===== config.mk =====
export PLATFORM = sky130hd
export DESIGN_NAME = atm_account_server_flat
export DESIGN_NICKNAME = d
export VERILOG_FILES = /design/src/rtl/atm_pkg.sv /design/src/rtl/atm_account_server_if.sv /design/src/rtl/atm_account_bank.sv /design/src/rtl/atm_account_server.sv /design/src/flat_wrapper.sv
export SDC_FILE = /design/constraint.sdc
export NUM_CORES = 1
export LEC_CHECK = 0
export CAP_MARGIN = 15
export CORE_MARGIN = 4
export CORE_UTILIZATION = 50
export CTS_CLUSTER_SIZE = 25
export DETAILED_ROUTE_END_ITERATION = 8
export GPL_TIMING_DRIVEN = 0
export PLACE_DENSITY = 0.83
export SLEW_MARGIN = 40
export SYNTH_ARGS = -nofsm -noshare
export SYNTH_HDL_FRONTEND = slang
export SYNTH_SLANG_ARGS = --single-unit

===== constraint.sdc =====
create_clock -name clk -period 5.9 [get_ports clk]
set_clock_uncertainty 0.1 [all_clocks]
set_input_delay 1.18 -clock clk [delete_from_list [all_inputs] [get_ports clk]]
set_output_delay 1.18 -clock clk [all_outputs]
set_load 0.1 [all_outputs]

===== src/rtl/atm_pkg.sv =====
// Shared definitions for the ATM account server and its session controller.
// Holds the server state encoding and the default widths / try limit that
// both sides of the ATM link agree on.
// Optional feature macro used elsewhere in this slice: ATM_PERSISTENT_LOCKOUT_EN.
package atm_pkg;

    localparam int DEF_BALANCE_WIDTH = 20;
    localparam int DEF_PSW_WIDTH     = 16;
    localparam int DEF_ID_WIDTH      = 2;
    localparam int DEF_NUM_ACCOUNTS  = 4;
    localparam int DEF_MAX_TRIES     = 3;

    typedef enum logic [1:0] {
        ST_IDLE    = 2'd0,
        ST_AUTH    = 2'd1,
        ST_SESSION = 2'd2,
        ST_REJECT  = 2'd3
    } atm_state_t;

endpackage


===== src/rtl/atm_account_server_if.sv =====
// Signal bundle between the ATM session controller (master) and the bank-side
// account server (slave). Clock and reset are not part of the bundle.
//   controller -> server : card_in, card_id, timeout, psw_valid, psw_in,
//                          op_done, new_balance, prog_en, prog_id, prog_psw,
//                          prog_balance
//   server -> controller : psw_ok, wrong_psw, card_locked, current_balance,
//                          commit_ack, session_active, prog_err
interface atm_account_server_if
    import atm_pkg::*;
#(
    parameter int BALANCE_WIDTH = DEF_BALANCE_WIDTH,
    parameter int ID_WIDTH      = DEF_ID_WIDTH,
    parameter int PSW_WIDTH     = DEF_PSW_WIDTH
);
    logic                     card_in;
    logic [ID_WIDTH-1:0]      card_id;
    logic                     timeout;
    logic                     psw_valid;
    logic [PSW_WIDTH-1:0]     psw_in;
    logic                     op_done;
    logic [BALANCE_WIDTH-1:0] new_balance;
    logic                     prog_en;
    logic [ID_WIDTH-1:0]      prog_id;
    logic [PSW_WIDTH-1:0]     prog_psw;
    logic [BALANCE_WIDTH-1:0] prog_balance;

    logic                     psw_ok;
    logic                     wrong_psw;
    logic                     card_locked;
    logic [BALANCE_WIDTH-1:0] current_balance;
    logic                     commit_ack;
    logic                     session_active;
    logic                     prog_err;

    modport master (
        output card_in, card_id, timeout, psw_valid, psw_in, op_done, new_balance,
               prog_en, prog_id, prog_psw, prog_balance,
        input  psw_ok, wrong_psw, card_locked, current_balance, commit_ack,
               session_active, prog_err
    );

    modport slave (
        input  card_in, card_id, timeout, psw_valid, psw_in, op_done, new_balance,
               prog_en, prog_id, prog_psw, prog_balance,
        output psw_ok, wrong_psw, card_locked, current_balance, commit_ack,
               session_active, prog_err
    );
endinterface


===== src/rtl/atm_account_bank.sv =====
// Account register file: NUM_ACCOUNTS x (password, balance, lock bit).
// Flop-based so that reset clears every entry.
// Ports:
//   clk, rst         clock; asynchronous active-low reset
//   rd_id            asynchronous read index -> rd_psw, rd_balance
//   lock_bits        lock bit of every entry (all zero without the macro)
//   wr_en/wr_id      single write port; always writes balance, password only
//                    when wr_psw_en, clears lock when wr_clr_lock
//   lock_set/lock_id set the lock bit of one entry
// Macro ATM_PERSISTENT_LOCKOUT_EN: when undefined no lock storage exists.
module atm_account_bank
    import atm_pkg::*;
#(
    parameter int BALANCE_WIDTH = DEF_BALANCE_WIDTH,
    parameter int PSW_WIDTH     = DEF_PSW_WIDTH,
    parameter int ID_WIDTH      = DEF_ID_WIDTH,
    parameter int NUM_ACCOUNTS  = DEF_NUM_ACCOUNTS
) (
    input  logic                     clk,
    input  logic                     rst,
    input  logic [ID_WIDTH-1:0]      rd_id,
    output logic [PSW_WIDTH-1:0]     rd_psw,
    output logic [BALANCE_WIDTH-1:0] rd_balance,
    output logic [NUM_ACCOUNTS-1:0]  lock_bits,
    input  logic                     wr_en,
    input  logic [ID_WIDTH-1:0]      wr_id,
    input  logic                     wr_psw_en,
    input  logic [PSW_WIDTH-1:0]     wr_psw,
    input  logic [BALANCE_WIDTH-1:0] wr_balance,
    input  logic                     wr_clr_lock,
    input  logic                     lock_set,
    input  logic [ID_WIDTH-1:0]      lock_id
);
    localparam logic [ID_WIDTH:0] NUM_ID = (ID_WIDTH+1)'(NUM_ACCOUNTS);

    logic [PSW_WIDTH-1:0]     psw_arr [NUM_ACCOUNTS];
    logic [BALANCE_WIDTH-1:0] bal_arr [NUM_ACCOUNTS];
    logic                     rd_ok;

    genvar gi;
    generate
        for (gi = 0; gi < NUM_ACCOUNTS; gi++) begin : g_entry
            localparam logic [ID_WIDTH-1:0] ENTRY_ID = ID_WIDTH'(gi);
            logic [PSW_WIDTH-1:0]     psw_reg;
            logic [BALANCE_WIDTH-1:0] bal_reg;
            logic                     wr_hit;

            assign wr_hit = wr_en && (wr_id == ENTRY_ID);

            always_ff @(posedge clk or negedge rst) begin
                if (!rst) begin
                    psw_reg <= '0;
                    bal_reg <= '0;
                end else if (wr_hit) begin
                    bal_reg <= wr_balance;
                    if (wr_psw_en) begin
                        psw_reg <= wr_psw;
                    end
                end
            end

            assign psw_arr[gi] = psw_reg;
            assign bal_arr[gi] = bal_reg;

`ifdef ATM_PERSISTENT_LOCKOUT_EN
            logic lock_reg;
            // Clear (provisioning) and set (lockout) never coincide: one is
            // only issued from IDLE, the other only from AUTH.
            always_ff @(posedge clk or negedge rst) begin
                if (!rst) begin
                    lock_reg <= 1'b0;
                end else if (wr_hit && wr_clr_lock) begin
                    lock_reg <= 1'b0;
                end else if (lock_set && (lock_id == ENTRY_ID)) begin
                    lock_reg <= 1'b1;
                end
            end
            assign lock_bits[gi] = lock_reg;
`else
            assign lock_bits[gi] = 1'b0;
`endif
        end
    endgenerate

`ifndef ATM_PERSISTENT_LOCKOUT_EN
    logic unused_lock_inputs;
    assign unused_lock_inputs = ^{wr_clr_lock, lock_set, lock_id};
`endif

    assign rd_ok      = {1'b0, rd_id} < NUM_ID;
    assign rd_psw     = rd_ok ? psw_arr[rd_id] : '0;
    assign rd_balance = rd_ok ? bal_arr[rd_id] : '0;

endmodule


===== src/rtl/atm_account_server.sv =====
// Bank-side responder for the ATM session controller: authenticates a card's
// password, serves the account balance, accepts balance commits, tracks
// failed attempts and supports account provisioning while no card is present.
// Ports:
//   clk, rst  clock; asynchronous active-low reset
//   bus       atm_account_server_if.slave (all handshake/data signals)
// All outputs are registered.
// Macro ATM_PERSISTENT_LOCKOUT_EN: exhausting the tries locks the account
// until it is re-provisioned; undefined, the lockout lasts only one insertion.
module atm_account_server
    import atm_pkg::*;
#(
    parameter int BALANCE_WIDTH = DEF_BALANCE_WIDTH,
    parameter int NUM_ACCOUNTS  = DEF_NUM_ACCOUNTS,
    parameter int ID_WIDTH      = DEF_ID_WIDTH,
    parameter int PSW_WIDTH     = DEF_PSW_WIDTH,
    parameter int MAX_TRIES     = DEF_MAX_TRIES
) (
    input logic                 clk,
    input logic                 rst,
    atm_account_server_if.slave bus
);
    localparam int                TRY_W   = $clog2(MAX_TRIES + 1);
    localparam logic [TRY_W-1:0]  TRY_MAX = TRY_W'(MAX_TRIES);
    localparam logic [ID_WIDTH:0] NUM_ID  = (ID_WIDTH+1)'(NUM_ACCOUNTS);

    atm_state_t               state_reg, state_next;
    logic [ID_WIDTH-1:0]      id_reg, id_next;
    logic [TRY_W-1:0]         tries_reg, tries_next, tries_inc;
    logic                     psw_ok_reg, psw_ok_next;
    logic                     wrong_psw_reg, wrong_psw_next;
    logic                     card_locked_reg, card_locked_next;
    logic                     commit_ack_reg, commit_ack_next;
    logic                     session_active_reg, session_active_next;
    logic                     prog_err_reg, prog_err_next;
    logic [BALANCE_WIDTH-1:0] balance_reg, balance_next;

    logic                     abort, commit, card_ok, prog_ok;
    logic [PSW_WIDTH-1:0]     rd_psw;
    logic [BALANCE_WIDTH-1:0] rd_balance;
    logic [NUM_ACCOUNTS-1:0]  lock_bits;
    logic                     wr_en, wr_psw_en, wr_clr_lock, lock_set;
    logic [ID_WIDTH-1:0]      wr_id;
    logic [PSW_WIDTH-1:0]     wr_psw;
    logic [BALANCE_WIDTH-1:0] wr_balance;

    atm_account_bank #(
        .BALANCE_WIDTH (BALANCE_WIDTH),
        .PSW_WIDTH     (PSW_WIDTH),
        .ID_WIDTH      (ID_WIDTH),
        .NUM_ACCOUNTS  (NUM_ACCOUNTS)
    ) u_bank (
        .clk         (clk),
        .rst         (rst),
        .rd_id       (id_reg),
        .rd_psw      (rd_psw),
        .rd_balance  (rd_balance),
        .lock_bits   (lock_bits),
        .wr_en       (wr_en),
        .wr_id       (wr_id),
        .wr_psw_en   (wr_psw_en),
        .wr_psw      (wr_psw),
        .wr_balance  (wr_balance),
        .wr_clr_lock (wr_clr_lock),
        .lock_set    (lock_set),
        .lock_id     (id_reg)
    );

    assign abort     = !bus.card_in || bus.timeout;
    assign tries_inc = tries_reg + TRY_W'(1);
    // Out-of-range card ids are handled exactly like a locked account.
    assign card_ok   = ({1'b0, bus.card_id} < NUM_ID) && !lock_bits[bus.card_id];
    assign prog_ok   = (state_reg == ST_IDLE) && !bus.card_in &&
                       ({1'b0, bus.prog_id} < NUM_ID);

    always_comb begin
        state_next       = state_reg;
        id_next          = id_reg;
        tries_next       = tries_reg;
        psw_ok_next      = 1'b0;
        wrong_psw_next   = 1'b0;
        card_locked_next = 1'b0;
        commit_ack_next  = 1'b0;
        prog_err_next    = 1'b0;
        commit           = 1'b0;
        lock_set         = 1'b0;

        case (state_reg)
            ST_IDLE: begin
                if (bus.card_in) begin
                    if (!card_ok) begin
                        card_locked_next = 1'b1;
                        state_next       = ST_REJECT;
                    end else begin
                        id_next    = bus.card_id;
                        tries_next = '0;
                        state_next = ST_AUTH;
                    end
                end
            end
            ST_AUTH: begin
                // Abort wins over a same-cycle password attempt.
                if (abort) begin
                    state_next = ST_IDLE;
                end else if (bus.psw_valid) begin
                    if (bus.psw_in == rd_psw) begin
                        psw_ok_next = 1'b1;
                        state_next  = ST_SESSION;
                    end else if (tries_inc == TRY_MAX) begin
                        card_locked_next = 1'b1;
                        lock_set         = 1'b1;
                        state_next       = ST_REJECT;
                    end else begin
                        wrong_psw_next = 1'b1;
                        tries_next     = tries_inc;
                    end
                end
            end
            ST_SESSION: begin
                if (abort) begin
                    state_next = ST_IDLE;
                end else if (bus.op_done) begin
                    commit          = 1'b1;
                    commit_ack_next = 1'b1;
                end
            end
            ST_REJECT: begin
                if (!bus.card_in) begin
                    state_next = ST_IDLE;
                end
            end
            default: state_next = ST_IDLE;
        endcase

        if (bus.prog_en && !prog_ok) begin
            prog_err_next = 1'b1;
        end

        // Commit (SESSION) and provisioning (IDLE) are mutually exclusive.
        wr_en       = commit || (bus.prog_en && prog_ok);
        wr_id       = commit ? id_reg : bus.prog_id;
        wr_psw_en   = !commit;
        wr_clr_lock = !commit;
        wr_psw      = bus.prog_psw;
        wr_balance  = commit ? bus.new_balance : bus.prog_balance;

        // Balance register follows the table, bypassing a commit in flight so
        // the new value is visible together with commit_ack.
        session_active_next = (state_next == ST_SESSION);
        balance_next        = '0;
        if (state_next == ST_SESSION) begin
            balance_next = commit ? bus.new_balance : rd_balance;
        end
    end

    always_ff @(posedge clk or negedge rst) begin
        if (!rst) begin
            state_reg          <= ST_IDLE;
            id_reg             <= '0;
            tries_reg          <= '0;
            psw_ok_reg         <= 1'b0;
            wrong_psw_reg      <= 1'b0;
            card_locked_reg    <= 1'b0;
            commit_ack_reg     <= 1'b0;
            session_active_reg <= 1'b0;
            prog_err_reg       <= 1'b0;
            balance_reg        <= '0;
        end else begin
            state_reg          <= state_next;
            id_reg             <= id_next;
            tries_reg          <= tries_next;
            psw_ok_reg         <= psw_ok_next;
            wrong_psw_reg      <= wrong_psw_next;
            card_locked_reg    <= card_locked_next;
            commit_ack_reg     <= commit_ack_next;
            session_active_reg <= session_active_next;
            prog_err_reg       <= prog_err_next;
            balance_reg        <= balance_next;
        end
    end

    assign bus.psw_ok          = psw_ok_reg;
    assign bus.wrong_psw       = wrong_psw_reg;
    assign bus.card_locked     = card_locked_reg;
    assign bus.commit_ack      = commit_ack_reg;
    assign bus.session_active  = session_active_reg;
    assign bus.prog_err        = prog_err_reg;
    assign bus.current_balance = balance_reg;

endmodule


===== src/flat_wrapper.sv =====
// flat-port wrapper written by rule: the top's interface ports become plain ports
module atm_account_server_flat import atm_pkg::*;
#(
    parameter int BALANCE_WIDTH = DEF_BALANCE_WIDTH,
    parameter int NUM_ACCOUNTS  = DEF_NUM_ACCOUNTS,
    parameter int ID_WIDTH      = DEF_ID_WIDTH,
    parameter int PSW_WIDTH     = DEF_PSW_WIDTH,
    parameter int MAX_TRIES     = DEF_MAX_TRIES
)
  (clk, rst, bus_card_in, bus_card_id, bus_timeout, bus_psw_valid, bus_psw_in, bus_op_done, bus_new_balance, bus_prog_en, bus_prog_id, bus_prog_psw, bus_prog_balance, bus_psw_ok, bus_wrong_psw, bus_card_locked, bus_current_balance, bus_commit_ack, bus_session_active, bus_prog_err);
  atm_account_server_if #(.BALANCE_WIDTH(BALANCE_WIDTH), .ID_WIDTH(ID_WIDTH), .PSW_WIDTH(PSW_WIDTH)) bus_i ();
  input logic clk;
  input logic rst;
  input wire logic [$bits(bus_i.card_in)-1:0] bus_card_in;
  input wire logic [$bits(bus_i.card_id)-1:0] bus_card_id;
  input wire logic [$bits(bus_i.timeout)-1:0] bus_timeout;
  input wire logic [$bits(bus_i.psw_valid)-1:0] bus_psw_valid;
  input wire logic [$bits(bus_i.psw_in)-1:0] bus_psw_in;
  input wire logic [$bits(bus_i.op_done)-1:0] bus_op_done;
  input wire logic [$bits(bus_i.new_balance)-1:0] bus_new_balance;
  input wire logic [$bits(bus_i.prog_en)-1:0] bus_prog_en;
  input wire logic [$bits(bus_i.prog_id)-1:0] bus_prog_id;
  input wire logic [$bits(bus_i.prog_psw)-1:0] bus_prog_psw;
  input wire logic [$bits(bus_i.prog_balance)-1:0] bus_prog_balance;
  output wire logic [$bits(bus_i.psw_ok)-1:0] bus_psw_ok;
  output wire logic [$bits(bus_i.wrong_psw)-1:0] bus_wrong_psw;
  output wire logic [$bits(bus_i.card_locked)-1:0] bus_card_locked;
  output wire logic [$bits(bus_i.current_balance)-1:0] bus_current_balance;
  output wire logic [$bits(bus_i.commit_ack)-1:0] bus_commit_ack;
  output wire logic [$bits(bus_i.session_active)-1:0] bus_session_active;
  output wire logic [$bits(bus_i.prog_err)-1:0] bus_prog_err;
  assign bus_i.card_in = bus_card_in;
  assign bus_i.card_id = bus_card_id;
  assign bus_i.timeout = bus_timeout;
  assign bus_i.psw_valid = bus_psw_valid;
  assign bus_i.psw_in = bus_psw_in;
  assign bus_i.op_done = bus_op_done;
  assign bus_i.new_balance = bus_new_balance;
  assign bus_i.prog_en = bus_prog_en;
  assign bus_i.prog_id = bus_prog_id;
  assign bus_i.prog_psw = bus_prog_psw;
  assign bus_i.prog_balance = bus_prog_balance;
  assign bus_psw_ok = bus_i.psw_ok;
  assign bus_wrong_psw = bus_i.wrong_psw;
  assign bus_card_locked = bus_i.card_locked;
  assign bus_current_balance = bus_i.current_balance;
  assign bus_commit_ack = bus_i.commit_ack;
  assign bus_session_active = bus_i.session_active;
  assign bus_prog_err = bus_i.prog_err;
  atm_account_server #(.BALANCE_WIDTH(BALANCE_WIDTH), .NUM_ACCOUNTS(NUM_ACCOUNTS), .ID_WIDTH(ID_WIDTH), .PSW_WIDTH(PSW_WIDTH), .MAX_TRIES(MAX_TRIES)) u_core (.clk(clk), .rst(rst), .bus(bus_i));
endmodule

==> impl_metrics.env <==
export IMPL_largest_reg_flops=80
export IMPL_finalWeightedCongestion=0.818
export IMPL_synth_top_family_by_area="multiplexers"
export IMPL_fillers=1117
export IMPL_track_usage=0.225
export IMPL_totalWireLength_um=19500
export IMPL_rsz0062_at_grt="no"
export IMPL_r2r_cells=6
export IMPL_drive_gt1_frac=0.253
export IMPL_ir_drop_mv=0.269
export IMPL_first_global_vias=5916
export IMPL_regToRegEndpoint="u_core.u_bank.g_entry[0].bal_reg[8]$_DFFE_PN0P_"
export IMPL_synth_area_leaders="dfrtp_1, mux2_2, mux4_2"
export IMPL_wl_per_cell_um=20.5
export IMPL_p_leak_nw=4.07
export IMPL_multi_input_area_um2=3350
export IMPL_synthToLayoutAreaGrowth_pct=23.8
export IMPL_cts_root_buffer="clkbuf_16"
export IMPL_vias=5540
export IMPL_crit_arrival_ns=4.04
export IMPL_syn_inst=600
export IMPL_post_synth_num_cell_types=38
export IMPL_dieArea_um2=18000
export IMPL_drtIter0Drc=522
export IMPL_antenna_found_initial=2
export IMPL_cts_htree_levels=4
export IMPL_ctsResizeCount=0
export IMPL_synth_compound_area_frac=0.0606
export IMPL_worst_path_largest_cell_delay_ns=0.66
export IMPL_r2r_setup_slack_ns=2.94
export IMPL_yosysWarnings=0
export IMPL_clockBufferDepth=2
export IMPL_post_route_period_util=0.645
export IMPL_synth_top_area_frac=0.554
export IMPL_diodes=0
export IMPL_syn_area_um2=7940
export IMPL_worst_pin_slew_ns=0.819
export IMPL_crit_path_cell_trace="clkdlybuf4s50_1, or4b_1, nor3_2, a31o_2, clkbuf_1, nor2_1, a21oi_1"
export IMPL_vias_per_cell=5.81
export IMPL_synth_avg_cell_area_um2=13.2
export IMPL_post_cts_setup_buffers=0
export IMPL_layout_min_cycle_time_ns=3.81
export IMPL_placeableCoreArea_um2=15400
export IMPL_drv_slew=0
export IMPL_cts_clk_slew_worst_paths_ns=0.06
export IMPL_drv_cap=0
export IMPL_die_height_um=134
export IMPL_fin_nets=813
export IMPL_hp_class="flip-flop to flip-flop"
export IMPL_synthAdderAreaFrac=0.00158
export IMPL_drcViolationCount=0
export IMPL_r2r_start="u_core.state_reg[0]$_DFF_PN0_"
export IMPL_async_flop_share=1.00
export IMPL_synth_ff_type="dfrtp_1"
export IMPL_synth_seq_cells=176
export IMPL_numCtsBuffers=17
export IMPL_ctsHoldBuffers=0
export IMPL_cts_sinks=176
export IMPL_cts_tree="built"
export IMPL_worst_setup_path_end_kind="flip-flop"
export IMPL_crit_end="u_core.u_bank.g_entry[0].bal_reg[8]$_DFFE_PN0P_"
export IMPL_die_w_um=134
export IMPL_yosysSeqAreaShare=0.554
export IMPL_synth_enable_flop_cells=0
export IMPL_muxShareOfSynthArea=0.252
export IMPL_port_buffers=108
export IMPL_setup_violations=0
export IMPL_required_ns=6.14
export IMPL_relSlewSlack=0.451
export IMPL_clk_latency_ns=0.43
export IMPL_initial_core_util=0.517
export IMPL_post_synth_top_count_cell="dfrtp_1"
export IMPL_hpwl_um=13500
export IMPL_seq_area_um2=4400
export IMPL_fmax_mhz=263
export IMPL_first_pass_iters=7
export IMPL_cp_start_kind="primary input"
export IMPL_critPathSlowestCell="nor3_2"
export IMPL_crit_start="bus_card_in"
export IMPL_grt_overflow=0
export IMPL_critical_path_class="primary input to flip-flop"
export IMPL_hold_violations=0
export IMPL_postRouteAntennaNets=0
export IMPL_io_pins=109
export IMPL_synth_commonest_cells="dfrtp_1, nor2_1, a21oi_1"
export IMPL_syn_nets=684
export IMPL_design_area_um2=9830
export IMPL_synth_xor_area_share=0.0176
export IMPL_p_per_area_nw_per_um2=359
export IMPL_yosys_area_top_type="dfrtp_1"
export IMPL_postPlaceCellArea_um2=9220
export IMPL_status="complete, no violations"
export IMPL_grt_start_max_net_pins=65
export IMPL_power_mw=3.53
export IMPL_crit_fanout=10
export IMPL_row_count=45
export IMPL_yosys_area_share_simple=0.0893
export IMPL_grt_pass1_wl_um=31200
==> how the worst min path moves through the flow <==
| stage | slack (ns) | cells after the start | endpoint | start |
|---|---|---|---|---|
| finish | 0.40 | 1 | u_core.u_bank.g_entry[1].psw_reg[4]$_DFFE_PN0P_ | u_core.u_bank.g_entry[1].psw_reg[4]$_DFFE_PN0P_ |
| global placement | 0.38 | 1 | u_core.u_bank.g_entry[1].psw_reg[4]$_DFFE_PN0P_ | u_core.u_bank.g_entry[1].psw_reg[4]$_DFFE_PN0P_ |
| floorplan | 0.37 | 1 | u_core.u_bank.g_entry[1].psw_reg[0]$_DFFE_PN0P_ | u_core.u_bank.g_entry[1].psw_reg[0]$_DFFE_PN0P_ |
| CTS | 0.40 | 1 | u_core.u_bank.g_entry[0].psw_reg[6]$_DFFE_PN0P_ | u_core.u_bank.g_entry[0].psw_reg[6]$_DFFE_PN0P_ |
| global route | 0.41 | 1 | u_core.u_bank.g_entry[2].psw_reg[6]$_DFFE_PN0P_ | u_core.u_bank.g_entry[2].psw_reg[6]$_DFFE_PN0P_ |
| detailed placement | 0.39 | 1 | u_core.u_bank.g_entry[1].psw_reg[4]$_DFFE_PN0P_ | u_core.u_bank.g_entry[1].psw_reg[4]$_DFFE_PN0P_ |
==> power by group <==
part	internal (mW)	total [mW]	switching (mW)
Combinational	0.421	0.746	0.324
Sequential	1.46	1.60	0.139
Clock	0.719	1.18	0.461
Total	2.60	3.53	0.925
==> stage by stage <==
step                cells  TNS [ns]  utilization  setup WS, ns  hold WS (ns)
floorplan             600         0            -          2.78         0.370
global placement      919   -522.92        0.604         -2.98         0.378
detailed placement    921         0        0.600          1.65         0.387
CTS                   953         0        0.640          2.08         0.402
global route          953         0        0.640          1.97         0.412
finish                953         0        0.640          2.09         0.395
==> cells by family after synthesis <==
logic type / count (synthesis)
compound gates: 90
xor+xnor: 16
fa+ha+maj: 1
buf+inv: 41
flops: 176
mux: 143
simple gates: 133
==> final cells by class <==
cell class,count,share of cell area
flip-flops and latches,176,0.448
multi-input cells,383,0.340
repair buffers,110,0.103
inverters,2,0.000763
well taps,211,0.0268
plain buffers,39,0.0191
clock buffers,22,0.0462
clock inverters,10,0.0162
==> routing by layer <==
| layer | routed length [um] | global-route usage | vias to the layer above |
|---|---|---|---|
| met5 | 27 | 0 | - |
| met1 | 7850 | 0.285 | 2837 |
| met2 | 9730 | 0.374 | 237 |
| li1 | - | - | 2424 |
| met3 | 1520 | 0.0566 | 38 |
| met4 | 382 | 0.0865 | 4 |
==> placed cells by master, fill, tap and decap left out, drive strengths merged <==
cell and count:
a2111oi 1, a21o 1, a21oi 80, a31o 1, a31oi 2, and2b 1, and3 1, and4b 1
buf 44, bufinv 4, clkbuf 46, clkdlybuf4s50 81, clkinv 3, clkinvlp 2, dfrtp 176, ha 1
inv 3, mux2 66, mux2i 41, mux4 36, nand2 9, nand2b 2, nand3 1, nand4 5
nor2 83, nor2b 2, nor3 22, nor3b 1, nor4 2, nor4b 1, o21ai 4, o2bb2ai 1
or3b 1, or4b 1, xnor2 16
==> worst max-delay path: cells and delay by family <==
family / cells / cell delay, ns
buf+inv: 2 / 1.01
simple gates: 3 / 1.39
compound gates: 2 / 0.46
Note: power is estimated with default switching activity, not from simulation.
